$ cat config.mk
export PLATFORM = sky130hd
export DESIGN_NAME = adv7513_video_tx_flat
export DESIGN_NICKNAME = d
export VERILOG_FILES = /design/src/rtl/adv7513_video_tx_pkg.sv /design/src/rtl/adv7513_video_tx_if.sv /design/src/rtl/adv7513_video_tx_timing_cnt.sv /design/src/rtl/adv7513_video_tx.sv /design/src/flat_wrapper.sv
export SDC_FILE = /design/constraint.sdc
export NUM_CORES = 1
export LEC_CHECK = 0
export BUFFER_PORTS_ARGS = -buffer_cell sky130_fd_sc_hd__buf_2
export CAP_MARGIN = 25
export CORE_MARGIN = 2
export CORE_UTILIZATION = 50
export CTS_CLUSTER_SIZE = 16
export DETAILED_ROUTE_END_ITERATION = 10
export PLACE_DENSITY = 0.79
export RECOVER_POWER = 25
export SYNTH_ARGS = -nofsm -noshare
export SYNTH_HDL_FRONTEND = slang
export SYNTH_SLANG_ARGS = --single-unit
$ cat constraint.sdc
create_clock -name clk -period 3.6 [get_ports clk]
set_clock_uncertainty 0.2 [all_clocks]
set_input_delay 0.9 -clock clk [delete_from_list [all_inputs] [get_ports clk]]
set_output_delay 0.9 -clock clk [all_outputs]
set_load 0.1 [all_outputs]
$ cat src/rtl/adv7513_video_tx_pkg.sv
// rtl/adv7513_video_tx_pkg.sv - shared types and timing constants for the ADV7513 video transmitter
package adv7513_video_pkg;

    localparam int RGB_W = 24;

    // FSM state encoding
    typedef enum logic [1:0] {
        S_IDLE  = 2'd0,
        S_RUN   = 2'd1,
        S_DRAIN = 2'd2
    } state_t;

    // 640x480@60
    localparam int VGA_H_ACTIVE = 640;
    localparam int VGA_H_FP     = 16;
    localparam int VGA_H_SYNC   = 96;
    localparam int VGA_H_BP     = 48;
    localparam int VGA_V_ACTIVE = 480;
    localparam int VGA_V_FP     = 10;
    localparam int VGA_V_SYNC   = 2;
    localparam int VGA_V_BP     = 33;

    // 1280x720@60
    localparam int HD720_H_ACTIVE = 1280;
    localparam int HD720_H_FP     = 110;
    localparam int HD720_H_SYNC   = 40;
    localparam int HD720_H_BP     = 220;
    localparam int HD720_V_ACTIVE = 720;
    localparam int HD720_V_FP     = 5;
    localparam int HD720_V_SYNC   = 5;
    localparam int HD720_V_BP     = 20;

    // Total period of one axis from its four segments
    function automatic int axis_total(input int active, input int fp, input int sync, input int bp);
        return active + fp + sync + bp;
    endfunction

endpackage

$ cat src/rtl/adv7513_video_tx_if.sv
// rtl/adv7513_video_tx_if.sv - upstream pixel valid/ready stream interface
interface adv7513_video_tx_if;
    import adv7513_video_pkg::*;

    logic [RGB_W-1:0] pix_data;
    logic             pix_valid;
    logic             pix_ready;

    // Frame source side
    modport master (
        output pix_data,
        output pix_valid,
        input  pix_ready
    );

    // Video transmitter side
    modport slave (
        input  pix_data,
        input  pix_valid,
        output pix_ready
    );

endinterface

$ cat src/rtl/adv7513_video_tx_timing_cnt.sv
// rtl/adv7513_video_tx_timing_cnt.sv - h/v raster counters with blanking and sync decode
module video_timing_cnt
    import adv7513_video_pkg::*;
#(
    parameter int H_ACTIVE = 640,
    parameter int H_FP     = 16,
    parameter int H_SYNC   = 96,
    parameter int H_BP     = 48,
    parameter int V_ACTIVE = 480,
    parameter int V_FP     = 10,
    parameter int V_SYNC   = 2,
    parameter int V_BP     = 33
) (
    input  logic        clk,
    input  logic        reset,
    input  logic        run,
    output logic [11:0] h_cnt,
    output logic [11:0] v_cnt,
    output logic        eof,
    output logic        active,
    output logic        hs_raw,
    output logic        vs_raw
);

    localparam int H_TOTAL = axis_total(H_ACTIVE, H_FP, H_SYNC, H_BP);
    localparam int V_TOTAL = axis_total(V_ACTIVE, V_FP, V_SYNC, V_BP);

    localparam logic [11:0] H_LAST = 12'(H_TOTAL - 1);
    localparam logic [11:0] V_LAST = 12'(V_TOTAL - 1);

    localparam int HS_START = H_ACTIVE + H_FP;
    localparam int HS_END   = H_ACTIVE + H_FP + H_SYNC;
    localparam int VS_START = V_ACTIVE + V_FP;
    localparam int VS_END   = V_ACTIVE + V_FP + V_SYNC;

    // Counters are 12 bits wide; larger rasters cannot be represented
    if (H_TOTAL > 4096) begin : g_h_total_chk
        $error("H_TOTAL exceeds 4096");
    end
    if (V_TOTAL > 4096) begin : g_v_total_chk
        $error("V_TOTAL exceeds 4096");
    end

    logic [11:0] h_q, h_d;
    logic [11:0] v_q, v_d;

    // Next counter values: held at zero when not running, else raster scan with wrap
    always_comb begin
        h_d = h_q;
        v_d = v_q;
        if (!run) begin
            h_d = 12'd0;
            v_d = 12'd0;
        end else if (h_q == H_LAST) begin
            h_d = 12'd0;
            v_d = (v_q == V_LAST) ? 12'd0 : v_q + 12'd1;
        end else begin
            h_d = h_q + 12'd1;
        end
    end

    // Counter registers
    always_ff @(posedge clk or negedge reset) begin
        if (!reset) begin
            h_q <= 12'd0;
            v_q <= 12'd0;
        end else begin
            h_q <= h_d;
            v_q <= v_d;
        end
    end

    // Decode of the current raster position; vs only moves when v changes
    always_comb begin
        h_cnt  = h_q;
        v_cnt  = v_q;
        eof    = (h_q == H_LAST) && (v_q == V_LAST);
        active = (int'(h_q) < H_ACTIVE) && (int'(v_q) < V_ACTIVE);
        hs_raw = (int'(h_q) >= HS_START) && (int'(h_q) < HS_END);
        vs_raw = (int'(v_q) >= VS_START) && (int'(v_q) < VS_END);
    end

endmodule

$ cat src/rtl/adv7513_video_tx.sv
// rtl/adv7513_video_tx.sv - parallel RGB/HS/VS/DE generator feeding the ADV7513 video input
module adv7513_video_tx
    import adv7513_video_pkg::*;
#(
    parameter int               H_ACTIVE = VGA_H_ACTIVE,
    parameter int               H_FP     = VGA_H_FP,
    parameter int               H_SYNC   = VGA_H_SYNC,
    parameter int               H_BP     = VGA_H_BP,
    parameter int               V_ACTIVE = VGA_V_ACTIVE,
    parameter int               V_FP     = VGA_V_FP,
    parameter int               V_SYNC   = VGA_V_SYNC,
    parameter int               V_BP     = VGA_V_BP,
    parameter logic             HS_POL   = 1'b0,
    parameter logic             VS_POL   = 1'b0,
    parameter logic [RGB_W-1:0] FILL_RGB = 24'h000000
) (
    input  logic                clk,
    input  logic                reset,
    input  logic                enable,
    input  logic                clear_err,
    adv7513_video_tx_if.slave   pix,
    output logic [RGB_W-1:0]    hdmi_d,
    output logic                hdmi_hs,
    output logic                hdmi_vs,
    output logic                hdmi_de,
    output logic                frame_start,
    output logic                underflow,
    output logic [11:0]         x_pos,
    output logic [11:0]         y_pos
);

    state_t           state_q, state_d;
    logic [RGB_W-1:0] hdmi_d_q, hdmi_d_d;
    logic             hdmi_hs_q, hdmi_hs_d;
    logic             hdmi_vs_q, hdmi_vs_d;
    logic             hdmi_de_q, hdmi_de_d;
    logic             frame_start_q, frame_start_d;
    logic             underflow_q, underflow_d;

    logic [11:0] h_cnt, v_cnt;
    logic        eof, active, hs_raw, vs_raw;
    logic        run, take;

    video_timing_cnt #(
        .H_ACTIVE (H_ACTIVE),
        .H_FP     (H_FP),
        .H_SYNC   (H_SYNC),
        .H_BP     (H_BP),
        .V_ACTIVE (V_ACTIVE),
        .V_FP     (V_FP),
        .V_SYNC   (V_SYNC),
        .V_BP     (V_BP)
    ) u_timing (
        .clk    (clk),
        .reset  (reset),
        .run    (run),
        .h_cnt  (h_cnt),
        .v_cnt  (v_cnt),
        .eof    (eof),
        .active (active),
        .hs_raw (hs_raw),
        .vs_raw (vs_raw)
    );

    // Counters only advance while a frame is in flight; a drained frame still
    // accepts pixels so the upstream source sees a complete frame
    always_comb begin
        run  = (state_q == S_RUN) || (state_q == S_DRAIN);
        take = active && run;
    end

    // Next state: leaving RUN waits for end of frame so no line is truncated
    always_comb begin
        state_d = state_q;
        case (state_q)
            S_IDLE:  if (enable) state_d = S_RUN;
            S_RUN:   if (!enable) state_d = eof ? S_IDLE : S_DRAIN;
            S_DRAIN: if (eof) state_d = enable ? S_RUN : S_IDLE;
            default: state_d = S_IDLE;
        endcase
    end

    // Next output values from the current raster position; starvation keeps timing running
    always_comb begin
        hdmi_de_d     = take;
        hdmi_d_d      = take ? (pix.pix_valid ? pix.pix_data : FILL_RGB) : '0;
        hdmi_hs_d     = (run && hs_raw) ? HS_POL : ~HS_POL;
        hdmi_vs_d     = (run && vs_raw) ? VS_POL : ~VS_POL;
        frame_start_d = run && (h_cnt == 12'd0) && (v_cnt == 12'd0);
        if (take && !pix.pix_valid) begin
            underflow_d = 1'b1;
        end else if (clear_err) begin
            underflow_d = 1'b0;
        end else begin
            underflow_d = underflow_q;
        end
    end

    // FSM state and registered pin outputs
    always_ff @(posedge clk or negedge reset) begin
        if (!reset) begin
            state_q       <= S_IDLE;
            hdmi_d_q      <= '0;
            hdmi_hs_q     <= ~HS_POL;
            hdmi_vs_q     <= ~VS_POL;
            hdmi_de_q     <= 1'b0;
            frame_start_q <= 1'b0;
            underflow_q   <= 1'b0;
        end else begin
            state_q       <= state_d;
            hdmi_d_q      <= hdmi_d_d;
            hdmi_hs_q     <= hdmi_hs_d;
            hdmi_vs_q     <= hdmi_vs_d;
            hdmi_de_q     <= hdmi_de_d;
            frame_start_q <= frame_start_d;
            underflow_q   <= underflow_d;
        end
    end

    // Output mapping
    always_comb begin
        pix.pix_ready = take;
        hdmi_d        = hdmi_d_q;
        hdmi_hs       = hdmi_hs_q;
        hdmi_vs       = hdmi_vs_q;
        hdmi_de       = hdmi_de_q;
        frame_start   = frame_start_q;
        underflow     = underflow_q;
        x_pos         = h_cnt;
        y_pos         = v_cnt;
    end

endmodule

$ cat src/flat_wrapper.sv
// flat-port wrapper written by rule: the top's interface ports become plain ports
module adv7513_video_tx_flat import adv7513_video_pkg::*;
#(
    parameter int               H_ACTIVE = VGA_H_ACTIVE,
    parameter int               H_FP     = VGA_H_FP,
    parameter int               H_SYNC   = VGA_H_SYNC,
    parameter int               H_BP     = VGA_H_BP,
    parameter int               V_ACTIVE = VGA_V_ACTIVE,
    parameter int               V_FP     = VGA_V_FP,
    parameter int               V_SYNC   = VGA_V_SYNC,
    parameter int               V_BP     = VGA_V_BP,
    parameter logic             HS_POL   = 1'b0,
    parameter logic             VS_POL   = 1'b0,
    parameter logic [RGB_W-1:0] FILL_RGB = 24'h000000
)
  (clk, reset, enable, clear_err, hdmi_d, hdmi_hs, hdmi_vs, hdmi_de, frame_start, underflow, x_pos, y_pos, pix_pix_data, pix_pix_valid, pix_pix_ready);
  adv7513_video_tx_if pix_i ();
  input  logic clk;
  input  logic reset;
  input  logic enable;
  input  logic clear_err;
  output logic [RGB_W-1:0] hdmi_d;
  output logic hdmi_hs;
  output logic hdmi_vs;
  output logic hdmi_de;
  output logic frame_start;
  output logic underflow;
  output logic [11:0] x_pos;
  output logic [11:0] y_pos;
  input wire logic [$bits(pix_i.pix_data)-1:0] pix_pix_data;
  input wire logic [$bits(pix_i.pix_valid)-1:0] pix_pix_valid;
  output wire logic [$bits(pix_i.pix_ready)-1:0] pix_pix_ready;
  assign pix_i.pix_data = pix_pix_data;
  assign pix_i.pix_valid = pix_pix_valid;
  assign pix_pix_ready = pix_i.pix_ready;
  adv7513_video_tx #(.H_ACTIVE(H_ACTIVE), .H_FP(H_FP), .H_SYNC(H_SYNC), .H_BP(H_BP), .V_ACTIVE(V_ACTIVE), .V_FP(V_FP), .V_SYNC(V_SYNC), .V_BP(V_BP), .HS_POL(HS_POL), .VS_POL(VS_POL), .FILL_RGB(FILL_RGB)) u_core (.clk(clk), .reset(reset), .enable(enable), .clear_err(clear_err), .pix(pix_i), .hdmi_d(hdmi_d), .hdmi_hs(hdmi_hs), .hdmi_vs(hdmi_vs), .hdmi_de(hdmi_de), .frame_start(frame_start), .underflow(underflow), .x_pos(x_pos), .y_pos(y_pos));
endmodule
==> results.yml, run 1 <==
global_routing:
  grt_antenna_before_repair: 0
  track_usage_pct: 19.8
  grt_start_max_net_pins: 56
  grt_overflow_total: 0
  grt_pass1_wl_um: 8460
  grt_pass1_vias: 1842
logic_synthesis:
  ys_types: 47
  ys_warn_count: 0
  syn_area_per_cell_um2: 10.8
  synth_top_flop_cell: "dfrtp_1"
  synth_async_sr_flop_share_pct: 100
  syn-num-nets: 275
  seq_area_frac_synth_pct: 53.8
  synthCells: 238
  synth_seq_cells: 55
  synth_edf_count: 0
  synth_area_mm2: 0.00256
critical_path:
  crit_type: "flip-flop to output pin"
  worstSetupEndpointType: "output pin"
  critical_path_required_ns: 2.50
  crit_arrival_ns: 2.09
  crit_fanout: 5
  start_kind: "flip-flop"
timing:
  grt_setup_unrepaired: "false"
  worstMarginPinSlew_ns: 1.30
  maxSlewHeadroom_pct: 13.3
  timing.fmax_mhz: 313
  setup_viol: 0
  fin_crit_ns: 3.19
  hold_viol_final: 0
  fin_crit_sh_pct: 88.7
  fin_tns_setup_ns: 0
  slew_violations: 0
  setup_ws_ns: 0.407
route:
  drc: 0
  drt_iter0_drc: 178
  vias: 2083
  drt_wl_total_um: 5480
  post_drt_wl_per_cell_um: 13.9
  first_pass_iters: 4
  drtAntennaViolNets: 0
  viasPerCell: 5.30
clock_tree:
  clkSlewWorstSetupHoldPaths_ns: 0.10
  clock-sinks: 55
  clockRootBuffer: "clkbuf_8"
  numCtsBuffers: 5
  cts_tree: "yes"
  cts_resized: 0
  cts_setup_buffers: 0
  clk_latency_ns: 0.30
  cts-hold-fix-buffers: 0
  cts_max_level: 2
  ctsLongestPathBuffers: 2
placed_design:
  routabilityCongestion: 0.882
  pre_cts_slack_ns: 0.723
  port-buffer-count: 82
  dpl_cell_area_mm2: 0.00304
  place_hpwl_um: 3890
power_and_ir_drop:
  power-per-cell-area_mw_per_mm2: 817
  switchingPower_mw: 1.38
  internal_power_mw: 1.20
  seqPwrFrac_pct: 29.8
  leakagePower_nw: 1.57
  p_clk_share_pct: 15.8
  p_sw_share_pct: 53.4
  combPwrFrac_pct: 54.4
  max-vdd-ir-drop_uv: 611
run_status:
  status: "complete, no violations"
layout:
  drive_above_1_share_pct: 32.2
  area_growth_pct: 23.1
  finalCoreUtilization_pct: 62.9
  fillers: 421
  regArea_mm2: 0.00138
  diodes: 0
  finalInstanceArea_mm2: 0.00315
  multiInputGateArea_mm2: 0.00109
  layout.nets: 359
die:
  coreArea_mm2: 0.00501
  io-pin-count: 83
  die_h_um: 75.6
  dieArea_mm2: 0.00571
  rows: 26
  die_x_um: 75.6
  initial_core_util_pct: 51.1
worst_hold_path:
  hold_path.class: "flip-flop to flip-flop"
job:
  cap_viol_max_count: 0
-- layer usage --
layer,global-route usage (%),wire length [um],up-vias
li1,-,-,1013
met1,26.2,2310,956
met2,28.5,2500,102
met3,8.73,558,12
met4,8.19,110,0
met5,0,0,-
-- registers in the layout (all words and copies together) (netlist names) --
signal                 count
u_core.underflow           1
u_core.hdmi_d             24
u_core.hdmi_de             1
u_core.u_timing.h_cnt     12
u_core.hdmi_vs             1
u_core.frame_start         1
u_core.state_q             2
u_core.u_timing.v_cnt     12
u_core.hdmi_hs             1
-- layout by cell type (no fill, tap or decap), drive strengths merged, types with 3 or more instances in the layout --
master,netlist,routed
or3,3,3
and4,3,3
and2,26,26
nand4,4,4
inv,12,13
o21ai,7,7
nand3,12,12
nand2,15,15
nor3,8,8
buf,5,85
nor4,7,7
a21oi,5,5
nor2,12,12
a41oi,3,3
and3,3,3
a31oi,11,11
ha,8,8
xnor2,7,7
nand3b,3,3
clkbuf,4,7
dfrtp,53,53
o211ai,3,3
-- cell type report --
class / instances / area share [%]
clock inverters: 2 / 1.23
well taps: 70 / 2.78
flip-flops and latches: 55 / 43.7
repair buffers: 86 / 13.9
inverters: 12 / 1.43
clock buffers: 6 / 2.30
multi-input cells: 162 / 34.6
-- synth_stat cells (2+ instances only) --
master    count  area (um^2)
a31oi_1      11         68.8
buf_2         2         10.0
nand3b_1      3         22.5
o21ai_0       3         15.0
a21oi_1       5         25.0
xnor2_1       7         61.3
and2_1       26          163
a41oi_1       2         17.5
and4_1        3         26.3
mux2i_1       2         20.0
or3_1         3         18.8
dfstp_2       2         52.6
or2_2         2         12.5
dfrtp_1      53         1330
nand2b_1      2         12.5
xor2_1        2         17.5
nand2_1      15         56.3
nor2_1       12         45.0
nor4_1        5         31.3
nor4bb_1      2         20.0
and3_1        3         18.8
inv_1        12         45.0
nand3_1      12         60.1
nor3_1        8         40.0
nand4_1       4         25.0
buf_4         2         15.0
o211ai_1      3         22.5
ha_1          8          100
o21ai_1       4         20.0
nor4b_1       2         17.5
clkbuf_1      2         7.51
-- power by group through the flow --
| stage | combinational [mW] | clock [mW] | sequential, mW |
|---|---|---|---|
| 2_1_floorplan | 0.475 | 0 | 1.46 |
| 3_5_place_dp | 1.40 | 0 | 0.780 |
| 5_1_grt | 1.48 | 0.440 | 0.783 |
| 4_1_cts | 1.41 | 0.420 | 0.770 |
| 6_report | 1.40 | 0.406 | 0.769 |
| 3_3_place_gp | 1.39 | 0 | 0.777 |
-- cells by family after synthesis --
group | after synthesis | share of synthesized area [%]
flops | 55 | 53.8
buf+inv | 21 | 3.96
simple gates | 108 | 24.9
compound gates | 34 | 9.09
xor+xnor | 9 | 3.08
mux | 3 | 1.22
fa+ha+maj | 8 | 3.91
-- worst max-delay path, cell delays in order, from the launching register on --
cell     delay (ns)
dfrtp_1        0.43
inv_1          0.09
ha_1           0.40
nand3_1        0.21
nor3_4         0.21
buf_2          0.46
-- path summary, 6_finish.rpt --
path / from / endpoint / cells past startpoint / slack (ns)
hold reg to reg: u_core.underflow / u_core.underflow / 1 / 0.32
max in group asynchronous: reset / u_core.frame_start / 2 / 1.66
setup reg to reg: u_core.u_timing.h_cnt[0] / u_core.u_timing.v_cnt[9] / 5 / 1.12
hold / removal: u_core.underflow / u_core.underflow / 1 / 0.32
min in group asynchronous: reset / u_core.hdmi_d[13] / 2 / 0.75
setup / recovery: u_core.state_q[0] / pix_pix_ready / 5 / 0.41
-- through the flow --
| step | power, mW | hold slack (ns) | instances |
|---|---|---|---|
| floorplan | 1.93 | 0.321 | 238 |
| CTS | 2.60 | 0.330 | 393 |
| detailed placement | 2.18 | 0.296 | 385 |
| global route | 2.71 | 0.360 | 393 |
| global placement | 2.17 | 0.292 | 385 |
| finish | 2.58 | 0.323 | 393 |
Note: power is estimated with default switching activity, not from simulation.
==> run 2: changes to the inputs <==
--- a/config.mk
+++ b/config.mk
@@ -11,7 +11,7 @@
 export CORE_UTILIZATION = 50
 export CTS_CLUSTER_SIZE = 16
 export DETAILED_ROUTE_END_ITERATION = 10
-export PLACE_DENSITY = 0.79
+export PLACE_DENSITY = 0.83
 export RECOVER_POWER = 25
 export SYNTH_ARGS = -nofsm -noshare
 export SYNTH_HDL_FRONTEND = slang
==> results.yml, run 2 (synthesized netlist as in run 1, its figures left out) <==
clock_tree:
  cts-hold-fix-buffers: 0
  cts_resized: 0
  clk_latency_ns: 0.31
  ctsLongestPathBuffers: 2
  cts_setup_buffers: 0
  clock-sinks: 55
  clkSlewWorstSetupHoldPaths_ns: 0.11
  numCtsBuffers: 5
  cts_tree: "yes"
  cts_max_level: 2
  clockRootBuffer: "clkbuf_8"
timing:
  setup_viol: 0
  grt_setup_unrepaired: "false"
  maxSlewHeadroom_pct: 13.7
  slew_violations: 0
  setup_ws_ns: 0.373
  fin_crit_ns: 3.23
  whs_ns: 0.318
  fin_tns_setup_ns: 0
  worstMarginPinSlew_ns: 1.29
  fin_crit_sh_pct: 89.6
  hold_viol_final: 0
  timing.fmax_mhz: 310
placed_design:
  routabilityCongestion: 0.837
  port-buffer-count: 82
  dpl_cell_area_mm2: 0.00304
  dp_cells: 385
  pre_cts_slack_ns: 0.754
  place_hpwl_um: 3890
route:
  drt_iter0_drc: 146
  vias: 2086
  first_pass_iters: 4
  drt_wl_total_um: 5380
  drtAntennaViolNets: 0
  viasPerCell: 5.31
  post_drt_wl_per_cell_um: 13.7
  drc: 0
power_and_ir_drop:
  power-per-cell-area_mw_per_mm2: 809
  leakagePower_nw: 1.57
  max-vdd-ir-drop_uv: 735
  p_total_mw: 2.54
layout:
  final_cells: 393
  drive_above_1_share_pct: 32.5
  layout.nets: 359
  finalCoreUtilization_pct: 62.8
  final_common_cell: "buf_2"
  finalInstanceArea_mm2: 0.00314
  diodes: 0
  final_cell_mix: "buf_2, dfrtp_1, and2_1"
  largest_reg_flops: 24
  fillers: 442
  area_growth_pct: 22.8
critical_path:
  crit_family: "buffers and inverters"
  worstSetupEndpointType: "output pin"
  crit_arrival_ns: 2.13
  crit_fanout: 5
  crit_type: "flip-flop to output pin"
  cp.buffers_inverters: 2
  critical_path_required_ns: 2.50
  path_cells: "inv_1, ha_1, nand3_1, nor3_4, buf_2"
  cpMaxStageDelayCell: "buf_2"
  start_kind: "flip-flop"
  crit_path_max_incr_delay_ns: 0.47
global_routing:
  grt_util_met3_pct: 7.80
  grt_pass1_vias: 1844
  grt_util_met1_pct: 26.0
  grt_start_max_net_pins: 56
  grtUsageMet2_pct: 29.5
  grt_overflow_total: 0
  track_usage_pct: 20.1
  grt_antenna_before_repair: 0
  grt_pass1_wl_um: 8520
  top_usage_layer: "met2"
job:
  cap_viol_max_count: 0
die:
  initial_core_util_pct: 51.1
  rows: 26
  dieArea_mm2: 0.00571
  io-pin-count: 83
  die_x_um: 75.6
  die_h_um: 75.6
  coreArea_mm2: 0.00501
run_status:
  status: "complete, no violations"
worst_hold_path:
  hold_path.class: "flip-flop to flip-flop"
[run 2: changes by cell type in the layout (fill, tap and decap cells not counted)]
cell,delta
bufinv_16,-1
clkbuf_1,-1
clkbuf_8,+1
clkinv_4,+1
inv_6,-1
inv_8,+1
[run 2: area by class of cell]
type,count,area (um^2),area share [%]
repair buffers,86,438,13.9
well taps,70,87.6,2.79
multi-input cells,162,1090,34.7
clock buffers,6,82.6,2.63
flip-flops and latches,55,1380,43.9
inverters,12,45.0,1.43
clock inverters,2,20.0,0.637
[run 2: path summary, 6_finish.rpt]
path	from	endpoint	slack [ns]	cells after the start
worst max-delay path	u_core.state_q[0]	pix_pix_ready	0.37	5
worst min-delay path	u_core.underflow	u_core.underflow	0.32	1
worst max register to register	u_core.u_timing.h_cnt[10]	u_core.u_timing.v_cnt[9]	1.10	4
worst min register to register	u_core.underflow	u_core.underflow	0.32	1
max in group asynchronous	reset	u_core.frame_start	1.68	2
min in group asynchronous	reset	u_core.u_timing.v_cnt[7]	0.74	2
[run 2: power by group]
group / internal, mW / switching, mW / total [mW]
registers: 0.719 / 0.0469 / 0.766
logic: 0.272 / 1.13 / 1.40
clock network: 0.163 / 0.214 / 0.376
total: 1.15 / 1.39 / 2.54
[run 2: per-layer routing]
layer  routed length (um)  up-vias
met2                 2460      100
met1                 2220      962
met4                  149        0
li1                     -     1009
met3                  549       15
met5                    0        -
